### src/rtl/mem_arbiter_if.sv
// Bundle of requester-side handshakes and the memory-port bus for mem_arbiter.
// slave = arbiter view; master = environment (requesters + memory) view.
interface mem_arbiter_if #(
  parameter int ADDR_W = 16,
  parameter int DATA_W = 32
);
  logic              i_req_i;
  logic [ADDR_W-1:0] i_addr_i;
  logic              i_gnt_o;
  logic              i_rvalid_o;
  logic [DATA_W-1:0] i_rdata_o;

  logic              d_req_i;
  logic              d_we_i;
  logic [ADDR_W-1:0] d_addr_i;
  logic [DATA_W-1:0] d_wdata_i;
  logic              d_gnt_o;
  logic              d_rvalid_o;
  logic [DATA_W-1:0] d_rdata_o;

  logic [ADDR_W-1:0] mem_a_o;
  logic              mem_w_o;
  logic [DATA_W-1:0] mem_d_o;
  logic [DATA_W-1:0] mem_q_i;

  modport slave (
    input  i_req_i, i_addr_i, d_req_i, d_we_i, d_addr_i, d_wdata_i, mem_q_i,
    output i_gnt_o, i_rvalid_o, i_rdata_o, d_gnt_o, d_rvalid_o, d_rdata_o,
           mem_a_o, mem_w_o, mem_d_o
  );

  modport master (
    output i_req_i, i_addr_i, d_req_i, d_we_i, d_addr_i, d_wdata_i, mem_q_i,
    input  i_gnt_o, i_rvalid_o, i_rdata_o, d_gnt_o, d_rvalid_o, d_rdata_o,
           mem_a_o, mem_w_o, mem_d_o
  );
endinterface

### src/rtl/mem_arbiter.sv
// Single-port memory arbiter between instruction fetch (I) and load/store (D).
// D has priority; a saturating starvation counter forces an I grant after STARVE_MAX denials.
module mem_arbiter #(
  parameter int ADDR_W     = 16,
  parameter int DATA_W     = 32,
  parameter int STARVE_MAX = 4
) (
  input logic           clk,
  input logic           rst,
  mem_arbiter_if.slave  bus
);
  localparam int CNT_W = $clog2(STARVE_MAX + 1);
  localparam logic [CNT_W-1:0] CNT_MAX = CNT_W'(STARVE_MAX);

  localparam logic [1:0] OWN_NONE = 2'd0;
  localparam logic [1:0] OWN_I    = 2'd1;
  localparam logic [1:0] OWN_D    = 2'd2;

  logic [CNT_W-1:0]  starve_cnt;
  logic [1:0]        rd_owner;
  logic [ADDR_W-1:0] a_q;
  logic              i_gnt;
  logic              d_gnt;
  logic              i_starved;

  assign i_starved = bus.i_req_i && (starve_cnt == CNT_MAX);

  always_comb begin
    i_gnt = 1'b0;
    d_gnt = 1'b0;
    if (!rst) begin
      if (bus.d_req_i && !i_starved) d_gnt = 1'b1;
      else if (bus.i_req_i)          i_gnt = 1'b1;
    end
  end

  // Address holds its last driven value when idle so the memory pins do not toggle.
  always_comb begin
    bus.mem_a_o = a_q;
    bus.mem_w_o = 1'b0;
    bus.mem_d_o = '0;
    if (d_gnt) begin
      bus.mem_a_o = bus.d_addr_i;
      bus.mem_w_o = bus.d_we_i;
      bus.mem_d_o = bus.d_wdata_i;
    end else if (i_gnt) begin
      bus.mem_a_o = bus.i_addr_i;
    end
  end

  always_ff @(posedge clk) begin
    if (rst) begin
      starve_cnt <= '0;
      rd_owner   <= OWN_NONE;
      a_q        <= '0;
    end else begin
      a_q <= bus.mem_a_o;
      if (bus.i_req_i && !i_gnt)
        starve_cnt <= (starve_cnt == CNT_MAX) ? starve_cnt : starve_cnt + 1'b1;
      else
        starve_cnt <= '0;
      if (d_gnt && !bus.d_we_i) rd_owner <= OWN_D;
      else if (i_gnt)           rd_owner <= OWN_I;
      else                      rd_owner <= OWN_NONE;
    end
  end

  // A read accepted just before reset must not surface while reset is held.
  assign bus.i_gnt_o    = i_gnt;
  assign bus.d_gnt_o    = d_gnt;
  assign bus.i_rvalid_o = !rst && (rd_owner == OWN_I);
  assign bus.d_rvalid_o = !rst && (rd_owner == OWN_D);
  assign bus.i_rdata_o  = bus.mem_q_i;
  assign bus.d_rdata_o  = bus.mem_q_i;
endmodule

### src/flat_wrapper.sv
// flat-port wrapper written by rule: the top's interface ports become plain ports
module mem_arbiter_flat 
#(
  parameter int ADDR_W     = 16,
  parameter int DATA_W     = 32,
  parameter int STARVE_MAX = 4
)
  (clk, rst, bus_i_req_i, bus_i_addr_i, bus_d_req_i, bus_d_we_i, bus_d_addr_i, bus_d_wdata_i, bus_mem_q_i, bus_i_gnt_o, bus_i_rvalid_o, bus_i_rdata_o, bus_d_gnt_o, bus_d_rvalid_o, bus_d_rdata_o, bus_mem_a_o, bus_mem_w_o, bus_mem_d_o);
  mem_arbiter_if #(.ADDR_W(ADDR_W), .DATA_W(DATA_W)) bus_i ();
  input logic clk;
  input logic rst;
  input wire logic [$bits(bus_i.i_req_i)-1:0] bus_i_req_i;
  input wire logic [$bits(bus_i.i_addr_i)-1:0] bus_i_addr_i;
  input wire logic [$bits(bus_i.d_req_i)-1:0] bus_d_req_i;
  input wire logic [$bits(bus_i.d_we_i)-1:0] bus_d_we_i;
  input wire logic [$bits(bus_i.d_addr_i)-1:0] bus_d_addr_i;
  input wire logic [$bits(bus_i.d_wdata_i)-1:0] bus_d_wdata_i;
  input wire logic [$bits(bus_i.mem_q_i)-1:0] bus_mem_q_i;
  output wire logic [$bits(bus_i.i_gnt_o)-1:0] bus_i_gnt_o;
  output wire logic [$bits(bus_i.i_rvalid_o)-1:0] bus_i_rvalid_o;
  output wire logic [$bits(bus_i.i_rdata_o)-1:0] bus_i_rdata_o;
  output wire logic [$bits(bus_i.d_gnt_o)-1:0] bus_d_gnt_o;
  output wire logic [$bits(bus_i.d_rvalid_o)-1:0] bus_d_rvalid_o;
  output wire logic [$bits(bus_i.d_rdata_o)-1:0] bus_d_rdata_o;
  output wire logic [$bits(bus_i.mem_a_o)-1:0] bus_mem_a_o;
  output wire logic [$bits(bus_i.mem_w_o)-1:0] bus_mem_w_o;
  output wire logic [$bits(bus_i.mem_d_o)-1:0] bus_mem_d_o;
  assign bus_i.i_req_i = bus_i_req_i;
  assign bus_i.i_addr_i = bus_i_addr_i;
  assign bus_i.d_req_i = bus_d_req_i;
  assign bus_i.d_we_i = bus_d_we_i;
  assign bus_i.d_addr_i = bus_d_addr_i;
  assign bus_i.d_wdata_i = bus_d_wdata_i;
  assign bus_i.mem_q_i = bus_mem_q_i;
  assign bus_i_gnt_o = bus_i.i_gnt_o;
  assign bus_i_rvalid_o = bus_i.i_rvalid_o;
  assign bus_i_rdata_o = bus_i.i_rdata_o;
  assign bus_d_gnt_o = bus_i.d_gnt_o;
  assign bus_d_rvalid_o = bus_i.d_rvalid_o;
  assign bus_d_rdata_o = bus_i.d_rdata_o;
  assign bus_mem_a_o = bus_i.mem_a_o;
  assign bus_mem_w_o = bus_i.mem_w_o;
  assign bus_mem_d_o = bus_i.mem_d_o;
  mem_arbiter #(.ADDR_W(ADDR_W), .DATA_W(DATA_W), .STARVE_MAX(STARVE_MAX)) u_core (.clk(clk), .rst(rst), .bus(bus_i));
endmodule
### config.mk
export PLATFORM = sky130hd
export DESIGN_NAME = mem_arbiter_flat
export DESIGN_NICKNAME = d
export VERILOG_FILES = /design/src/rtl/mem_arbiter_if.sv /design/src/rtl/mem_arbiter.sv /design/src/flat_wrapper.sv
export SDC_FILE = /design/constraint.sdc
export NUM_CORES = 1
export LEC_CHECK = 0
export CAP_MARGIN = 0
export CORE_AREA = 2 2 91 93
export DETAILED_ROUTE_END_ITERATION = 8
export DIE_AREA = 0 0 93 95
export GPL_TIMING_DRIVEN = 0
export PLACE_DENSITY = 0.84
export SYNTH_ARGS = -nofsm -noshare
export SYNTH_HDL_FRONTEND = slang
export SYNTH_SLANG_ARGS = --single-unit
### constraint.sdc
create_clock -name clk -period 1.6 [get_ports clk]
set_input_delay 0.24 -clock clk [delete_from_list [all_inputs] [get_ports clk]]
set_output_delay 0.24 -clock clk [all_outputs]
set_load 0.005 [all_outputs]
After elaboration in Yosys (flattened, before gate mapping)

Cells that the tools add are included.

Register bits after elaboration: 21
Input port bits: 101
Output and inout port bits: 117
Word-level logic and storage cells: 32

$add $sub $neg: 1
Equality and inequality tests: 3
Muxes and demuxes: 11
Bitwise logic cells: 1
Reduce and logical (&&, ||, !) cells: 12

Operators by type and width:

| cell                | number |
|---|---|
| $mux 16             | 2 |
| $mux 32             | 1 |
| $mux 1              | 7 |
| $logic_and 1x1->1   | 6 |
| $logic_not 1->1     | 4 |
| $reduce_or 2->1     | 2 |
| $add 3x1->3 const B | 1 |
| $eq 3x3->1 const B  | 1 |
| $eq 2x1->1 const B  | 1 |
| $eq 2x2->1 const B  | 1 |
| $mux 2              | 1 |
| $not 1->1           | 1 |

Logic depth before layout (Yosys ltp)

Gate-level depths: netlist (run 1).

Depth in word-level cells: 10
Mapped depth: 7
Depth with buffers taken out: 5

Least setup slack after synthesis (run 1)

No wires, ideal clock.

Path kind: register to output
Start: register u_core.starve_cnt[0]
End: output port bus_mem_a_o[10]
Arrival time: 1425 ps
Data required time: 1360 ps
Setup slack: -65 ps
Cell stages (with the launch flop): 7
Path buffers: 1
Path through: dfxtp_1 inv_1 ha_1 a21boi_0 clkbuf_1 nor3_1 o31ai_1

Cells in the longest elaborated chain, start to end: 8
Elaborated cells between the ends (all ways): 10
Those cells by class: 1 x eq/ne; 6 x mux; 3 x reduce/logical

RTL lines:

| element                  | RTL line           | RTL |
|---|---|---|
| start: declaration       | mem_arbiter.sv:19  | `logic [CNT_W-1:0] starve_cnt;` |
| start signal: assignment | mem_arbiter.sv:59  | `starve_cnt <= (starve_cnt == CNT_MAX) ? starve_cnt : starve_cnt + 1'b1;` |
| $eq 3x3->1 (*)           | mem_arbiter.sv:26  | `assign i_starved = bus.i_req_i && (starve_cnt == CNT_MAX);` |
| $logic_and 1x1->1 (*)    | mem_arbiter.sv:26  |  |
| $logic_not 1->1 (*)      | mem_arbiter.sv:32  | `if (bus.d_req_i && !i_starved) d_gnt = 1'b1;` |
| $logic_and 1x1->1 (*)    | mem_arbiter.sv:32  |  |
| $mux 1                   | mem_arbiter.sv:32  |  |
| $mux 1                   | mem_arbiter.sv:31  | `if (!rst) begin` |
| $mux 16                  | mem_arbiter.sv:46  | `end else if (i_gnt) begin` |
| $mux 16 (*)              | mem_arbiter.sv:42  | `if (d_gnt) begin` |
| end: declaration         | flat_wrapper.sv:25 | `output wire logic [$bits(bus_i.mem_a_o)-1:0] bus_mem_a_o;` |

Mark *: on every way between the ends. The rest lies on a longest branch, timed or not.

Worst setup path in the final report (run 1)

Start: input port rst
End: output port bus_i_gnt_o

Cells in the longest elaborated chain, start to end: 1

RTL lines:

| element            | RTL line           | RTL |
|---|---|---|
| start: declaration | flat_wrapper.sv:11 | `input logic rst;` |
| $mux 1             | mem_arbiter.sv:31  |  |
| end: declaration   | flat_wrapper.sv:19 | `output wire logic [$bits(bus_i.i_gnt_o)-1:0] bus_i_gnt_o;` |

Every way passes these cells.

==> results of run 1 <==
-- flip-flops by register name (all words and copies together) (netlist names) --
name               count
u_core.rd_owner        2
u_core.starve_cnt      3
u_core.a_q            16
-- through the flow --
step	cells	hold slack [ns]
2_1_floorplan	241	0.312
3_5_place_dp	531	0.527
4_1_cts	560	0.418
3_3_place_gp	531	0.514
6_report	564	0.429
5_1_grt	563	0.444
-- cell usage in the layout, fill, tap and decap left out, types with 7 or more instances in the layout --
cell / synthesis / routed
o31ai_4: 0 / 11
o41ai_2: 12 / 12
nor2_1: 20 / 19
and3_4: 0 / 33
nand3_1: 16 / 7
nor3_2: 0 / 12
buf_6: 3 / 49
clkbuf_8: 0 / 10
buf_2: 6 / 16
clkdlybuf4s50_1: 0 / 130
nand3_2: 1 / 9
buf_4: 65 / 76
dfxtp_1: 21 / 19
-- Yosys cell counts --
master	n	area [um2]
and2_1	1	6.26
mux2i_1	1	10.0
buf_4	65	488
buf_1	1	3.75
nand3_2	1	10.0
o31ai_1	16	120
dfxtp_1	21	420
buf_2	6	30.0
o41ai_2	12	195
nor2_1	20	75.1
nand3_1	16	80.1
buf_6	3	33.8
nor2b_1	3	18.8
a21boi_0	1	7.51
nand2_1	1	3.75
inv_1	2	7.51
ha_1	2	25.0
o41ai_1	4	35.0
nor3b_1	2	15.0
nand2b_1	1	6.26
and3_1	35	219
clkbuf_1	11	41.3
nor3_1	16	80.1
-- final cells by class --
class	instances	share of cell area, %
diodes	1	0.0502
multi-input cells	132	29.0
repair buffers	216	44.0
well taps	105	2.63
clock buffers	3	0.828
clock inverters	1	0.100
plain buffers	83	14.7
flip-flops and latches	21	8.48
inverters	2	0.150
-- path summary, 6_finish.rpt --
kind | endpoint | slack [ns] | from | cells after the start
max | bus_i_gnt_o | -0.36 | rst | 6
min | u_core.starve_cnt[2]$_SDFFE_PP0P_ | 0.43 | bus_i_req_i | 3
max reg2reg | u_core.a_q[5]$_SDFF_PP0_ | -0.08 | u_core.starve_cnt[0]$_SDFFE_PP0P_ | 7
min reg2reg | u_core.starve_cnt[0]$_SDFFE_PP0P_ | 0.56 | u_core.starve_cnt[0]$_SDFFE_PP0P_ | 2
-- power by group --
part / internal (mW) / switching (mW) / leakage (nW) / total [mW]
logic: 0.731 / 0.390 / 1.95 / 1.12
registers: 0.565 / 0.0140 / 0.175 / 0.579
clock network: 0.173 / 0.182 / 0.0255 / 0.356
-- worst register-to-register path, delay by kind of cell (launching register included) --
kind / cells / cell delay (ns)
flops: 1 / 0.34
buf+inv: 3 / 0.36
simple gates: 2 / 0.35
fa+ha+maj: 1 / 0.17
compound gates: 1 / 0.35
-- repair_timing --
| item | CTS | global route |
|---|---|---|
| endpoints found under the setup margin | 71 | 56 |
| pin swaps | 32 | 27 |
| setup buffers | 21 | 3 |
| gates cloned | 7 | 1 |
| resized for setup | 365 | 47 |
-- cells by family (layout without fill, tap and decap cells) --
| kind of cell | after synthesis | in the layout | synth area share (%) |
|---|---|---|---|
| buffers and inverters | 88 | 305 | 31.3 |
| DFF | 21 | 21 | 21.8 |
| and+or+nand+nor | 96 | 96 | 26.6 |
| AOI/OAI and AO/OA | 33 | 33 | 18.5 |
| adders and majority gates | 2 | 2 | 1.30 |
| muxes | 1 | 1 | 0.518 |
| other | 0 | 1 | 0 |
-- layer usage --
layer	global-route usage [%]	part of all wire, %	up-vias
li1	-	-	1227
met1	18.6	33	1222
met2	42.1	57	124
met3	5.03	8.2	14
met4	5.51	1.5	2
met5	0	0.17	-
==> results.md, run 1 <==
### Global routing
* 14000 um — global-route wire length before repair
* 20.0% — overall fraction of global-route tracks in use
* 0 — total global routing overflow
* 13 — maximum number of pins on one net before global-route repair
* 2832 — via count of the first global-routing pass
* 2 — initial antenna violation count

### Layout
* 62.9% — core utilization of the finished layout
* 562 — number of nets in the layout
* 651 — number of fill cells
* 423 um2 — Sequential cell area
* 4990 um2 — cell area after layout
* 1450 um2 — multi-input combinational cell area
* 58.1% — proportion of layout cells with a drive suffix above 1
* 158% — area growth from synthesis to final layout

### Worst setup path
* clkdlybuf4s50_1 — cell with the largest stage delay on the worst path
* dlygate4sd2_1 > nand2b_1 > buf_4 > buf_4 > nor2_1 > clkdlybuf4s50_1 — ordered list of cells on the worst path
* input pin to output port — category of the most critical setup path
* 0.51 ns — biggest cell delay along the critical path
* buffers and inverters — CP top delay family
* buf_4 — Crit path top cell by count
* output port — crit end category
* 10 — critical path peak fanout
* 1.72 ns — arrival time worst endpoint
* 1.36 ns — required time of the worst setup path
* 4 — combined buffer and inverter count along the critical path
* input pin — CP startpoint kind

### Die
* 33 — Rows
* 218 — count of pins on the block boundary
* 8840 um2 — die footprint
* 24.4% — initial core utilization
* 93 um — chip width
* 7930 um2 — placeable core area
* 95 um — die height

### Timing
* 0.00531 ns — clock tree skew after final layout
* -11.03 ns — sum of negative setup slack
* -0.364 ns — setup slack after layout
* 1.96 ns — minimum period implied by the final worst setup slack
* 0.509 GHz — fmax
* 0 — final max-slew violation count
* 57 — setup violation total in the final timing report
* true — unrepaired setup endpoints after global routing
* 0 — final hold violation count
* 77.6% — worst slew slack as a fraction of its limit
* 123% — ratio of final minimum period to clock period
* 0.336 ns — transition time at the pin with the least slew margin

### Yosys
* 0 — yosys warns
* 21.8% — share of synthesized area occupied by flip-flops and latches
* 1930 um2 — Syn Std Cell Area
* 23 — synth unique cells
* 21 — number of storage elements in the synthesis netlist
* 344 — syn nets
* 241 — Post-Syn Instances
* 8.02 um2 — syn avg cell area

### Outcome
* negative setup slack — failing checks
* complete, but fails checks — status

### Power and ir drop
* 412 nW/um2 — P per Cell Area
* 0.280 mV — maximum resistive drop on vdd
* 2.06 mW — Tot Pwr
* 2.15 nW — total leakage power

### Placed design
* -1.13 ns — post-place setup slack
* 185 — quantity of I/O buffers inserted on ports
* 6610 um — hpwl dp
* 0.810 — Final GP Congestion
* 3920 um2 — total cell area at the placement stage

### Clock tree
* 0 — cts-stage hold buffer count
* clkbuf_8 — library cell used as clock root buffer
* 3 — cts bufs inserted
* 2 — Max clock buf depth
* 21 — Sinks on Clock Net
* 1 — level count of the clock H-tree
* 0.08 ns — clock transition at the register clock pins on the worst setup and hold paths after CTS
* 0.26 ns — insertion delay of the later-clocked pin in the worst-skew pair
* built — TritonCTS clock tree

### Flow run
* 0 — # Max-Cap Violations

### Drt
* 106 — initial drt markers
* 4 — number of detailed-route iterations in the first pass
* 2589 — overall via count from detail_route
* 16.8 um — routed length per placed instance
* 9500 um — Total Wirelength
* 0 — remaining antenna violation count after routing
* 4.59 — per-cell via count in the routed design
* 0 — drt drc

### Min path
* input pin to register — Hold/Removal Path Class

(Power assumes the default switching activity.)
==> inputs of run 2 (changes only) <==
--- a/config.mk
+++ b/config.mk
@@ -6,11 +6,11 @@
 export NUM_CORES = 1
 export LEC_CHECK = 0
 export CAP_MARGIN = 0
-export CORE_AREA = 2 2 91 93
+export CORE_AREA = 2 2 87 98
 export DETAILED_ROUTE_END_ITERATION = 8
-export DIE_AREA = 0 0 93 95
+export DIE_AREA = 0 0 89 100
 export GPL_TIMING_DRIVEN = 0
-export PLACE_DENSITY = 0.84
+export PLACE_DENSITY = 0.83
 export SYNTH_ARGS = -nofsm -noshare
 export SYNTH_HDL_FRONTEND = slang
 export SYNTH_SLANG_ARGS = --single-unit
==> results.md, run 2 (synthesized netlist as in run 1, its figures left out) <==
### Placed design
* 185 — quantity of I/O buffers inserted on ports
* 0.812 — Final GP Congestion
* 6660 um — hpwl dp
* 537 — post-placement cell count
* 3930 um2 — total cell area at the placement stage

### Layout
* 663 — number of fill cells
* clkdlybuf4s50_1 — most common cell after layout, fill and taps aside
* 569 — Layout Cells excl Fill
* 157% — area growth from synthesis to final layout
* u_core.a_q: 16 flops, u_core.starve_cnt: 3 flops, u_core.rd_owner: 2 flops — biggest registers after layout
* clkdlybuf4s50_1 (129), buf_4 (77), buf_6 (42) — top library cells by usage in the layout, fill and taps aside
* 4970 um2 — cell area after layout
* u_core.a_q — register containing the most flip-flops in the final layout
* 561 — number of nets in the layout
* 16 — flip-flop count of the largest register after layout
* 56.7% — proportion of layout cells with a drive suffix above 1

### Clock tree
* 0 — cts-stage hold buffer count
* 21 — Sinks on Clock Net
* 1 — level count of the clock H-tree
* 0.08 ns — clock transition at the register clock pins on the worst setup and hold paths after CTS
* built — TritonCTS clock tree
* clkbuf_8 — library cell used as clock root buffer
* 0.26 ns — insertion delay of the later-clocked pin in the worst-skew pair
* 3 — cts bufs inserted
* 2 — Max clock buf depth

### Power and ir drop
* 29.0% — net switching fraction of the power
* 0.596 mW — switching power total
* 0.180 mV — maximum resistive drop on vdd
* 1.46 mW — internal power of the cells
* 54.5% — Logic pwr share
* 414 nW/um2 — P per Cell Area
* 17.4% — clock group share of total power
* 28.1% — power share of the sequential group
* 2.16 nW — total leakage power

### Drt
* 0 — remaining antenna violation count after routing
* 4 — number of detailed-route iterations in the first pass
* 81 — initial drt markers
* 2666 — overall via count from detail_route
* 4.69 — per-cell via count in the routed design
* 0 — drt drc
* 9600 um — Total Wirelength
* 16.9 um — routed length per placed instance

### Min path
* input pin to register — Hold/Removal Path Class

### Timing
* 0.437 ns — worst hold slack
* 0 — final hold violation count
* 1.98 ns — minimum period implied by the final worst setup slack
* true — unrepaired setup endpoints after global routing
* 0 — final max-slew violation count
* 0.395 ns — transition time at the pin with the least slew margin
* 124% — ratio of final minimum period to clock period
* -11.89 ns — sum of negative setup slack
* -0.381 ns — setup slack after layout
* 0.00290 ns — clock tree skew after final layout
* 73.5% — worst slew slack as a fraction of its limit
* 0.505 GHz — fmax
* 64 — setup violation total in the final timing report

### Die
* 35 — Rows
* 100 um — die height
* 8060 um2 — placeable core area
* 24.0% — initial core utilization
* 218 — count of pins on the block boundary
* 89 um — chip width
* 8900 um2 — die footprint

### Worst setup path
* buffers and inverters — CP top delay family
* inv_2 > ha_4 > nand3_4 > and2_4 > buf_12 > o31ai_4 > buf_2 — ordered list of cells on the worst path
* register — CP startpoint kind
* 1.36 ns — required time of the worst setup path
* register to output port — category of the most critical setup path
* 1.74 ns — arrival time worst endpoint
* dfxtp_2 — cell with the largest stage delay on the worst path
* output port — crit end category
* 5 — critical path peak fanout
* 0.33 ns — biggest cell delay along the critical path
* 3 — combined buffer and inverter count along the critical path
* -0.17 ns — reg-to-reg setup timing slack

### Outcome
* complete, but fails checks — status
* negative setup slack — failing checks

### Global routing
* 13800 um — global-route wire length before repair
* 12 — maximum number of pins on one net before global-route repair
* 19.9% — overall fraction of global-route tracks in use
* 2839 — via count of the first global-routing pass
* 1 — initial antenna violation count
* 0 — total global routing overflow

### Flow run
* 0 — # Max-Cap Violations

[run 2: tightest hold or removal path: cells and delay by family]
family | cells | cell delay [ns]
buffers and inverters | 1 | 0.30
and+or+nand+nor | 2 | 0.12
[run 2: per-stage QoR]
step / setup WS [ns] / utilization, % / power (mW)
floorplan: -0.00718 / - / 0.941
global placement: -1.23 / 48.7 / 1.48
detailed placement: -1.21 / 48.7 / 1.50
CTS: -0.341 / 59.2 / 2.00
global route: -0.457 / 61.6 / 2.16
finish: -0.381 / 61.6 / 2.06
[run 2: timing repair]
action	4_1_cts	5_1_grt
resized for setup	379	33
cloned	8	0
pin swaps	44	16
buffers inserted	17	6
setup endpoints to repair	71	59
[run 2: layer usage]
metal / GRT usage (%) / wire length [um] / vias to the layer above
li1: - / - / 1234
met1: 20.5 / 3340 / 1273
met2: 38.2 / 5190 / 143
met3: 5.10 / 914 / 16
met4: 6.20 / 167 / 0
met5: 0 / 0 / -
[run 2: worst paths after layout]
check | endpoint | start | cells after the start
max | bus_mem_a_o[5] | u_core.starve_cnt[0]$_SDFFE_PP0P_ | 7
min | u_core.starve_cnt[2]$_SDFFE_PP0P_ | bus_i_req_i | 3
max reg2reg | u_core.a_q[13]$_SDFF_PP0_ | u_core.starve_cnt[0]$_SDFFE_PP0P_ | 8
min reg2reg | u_core.starve_cnt[0]$_SDFFE_PP0P_ | u_core.starve_cnt[0]$_SDFFE_PP0P_ | 2
[run 2: layout make-up]
type	count	area, um2	area share, %
Timing Repair Buffer	214	2100	42.3
Multi-Input combinational cell	132	1500	30.2
Buffer	84	746	15.0
Sequential cell	21	423	8.52
Tap cell	111	139	2.80
Clock buffer	4	45.0	0.907
Inverter	2	7.51	0.151
Antenna cell	1	2.50	0.0504
[run 2: power groups by stage]
stage	clock network, mW	logic [mW]	registers [mW]
6_report	0.358	1.12	0.578
4_1_cts	0.368	1.05	0.576
3_5_place_dp	0	0.911	0.589
3_3_place_gp	0	0.893	0.586
2_1_floorplan	0	0.356	0.585
5_1_grt	0.387	1.19	0.581
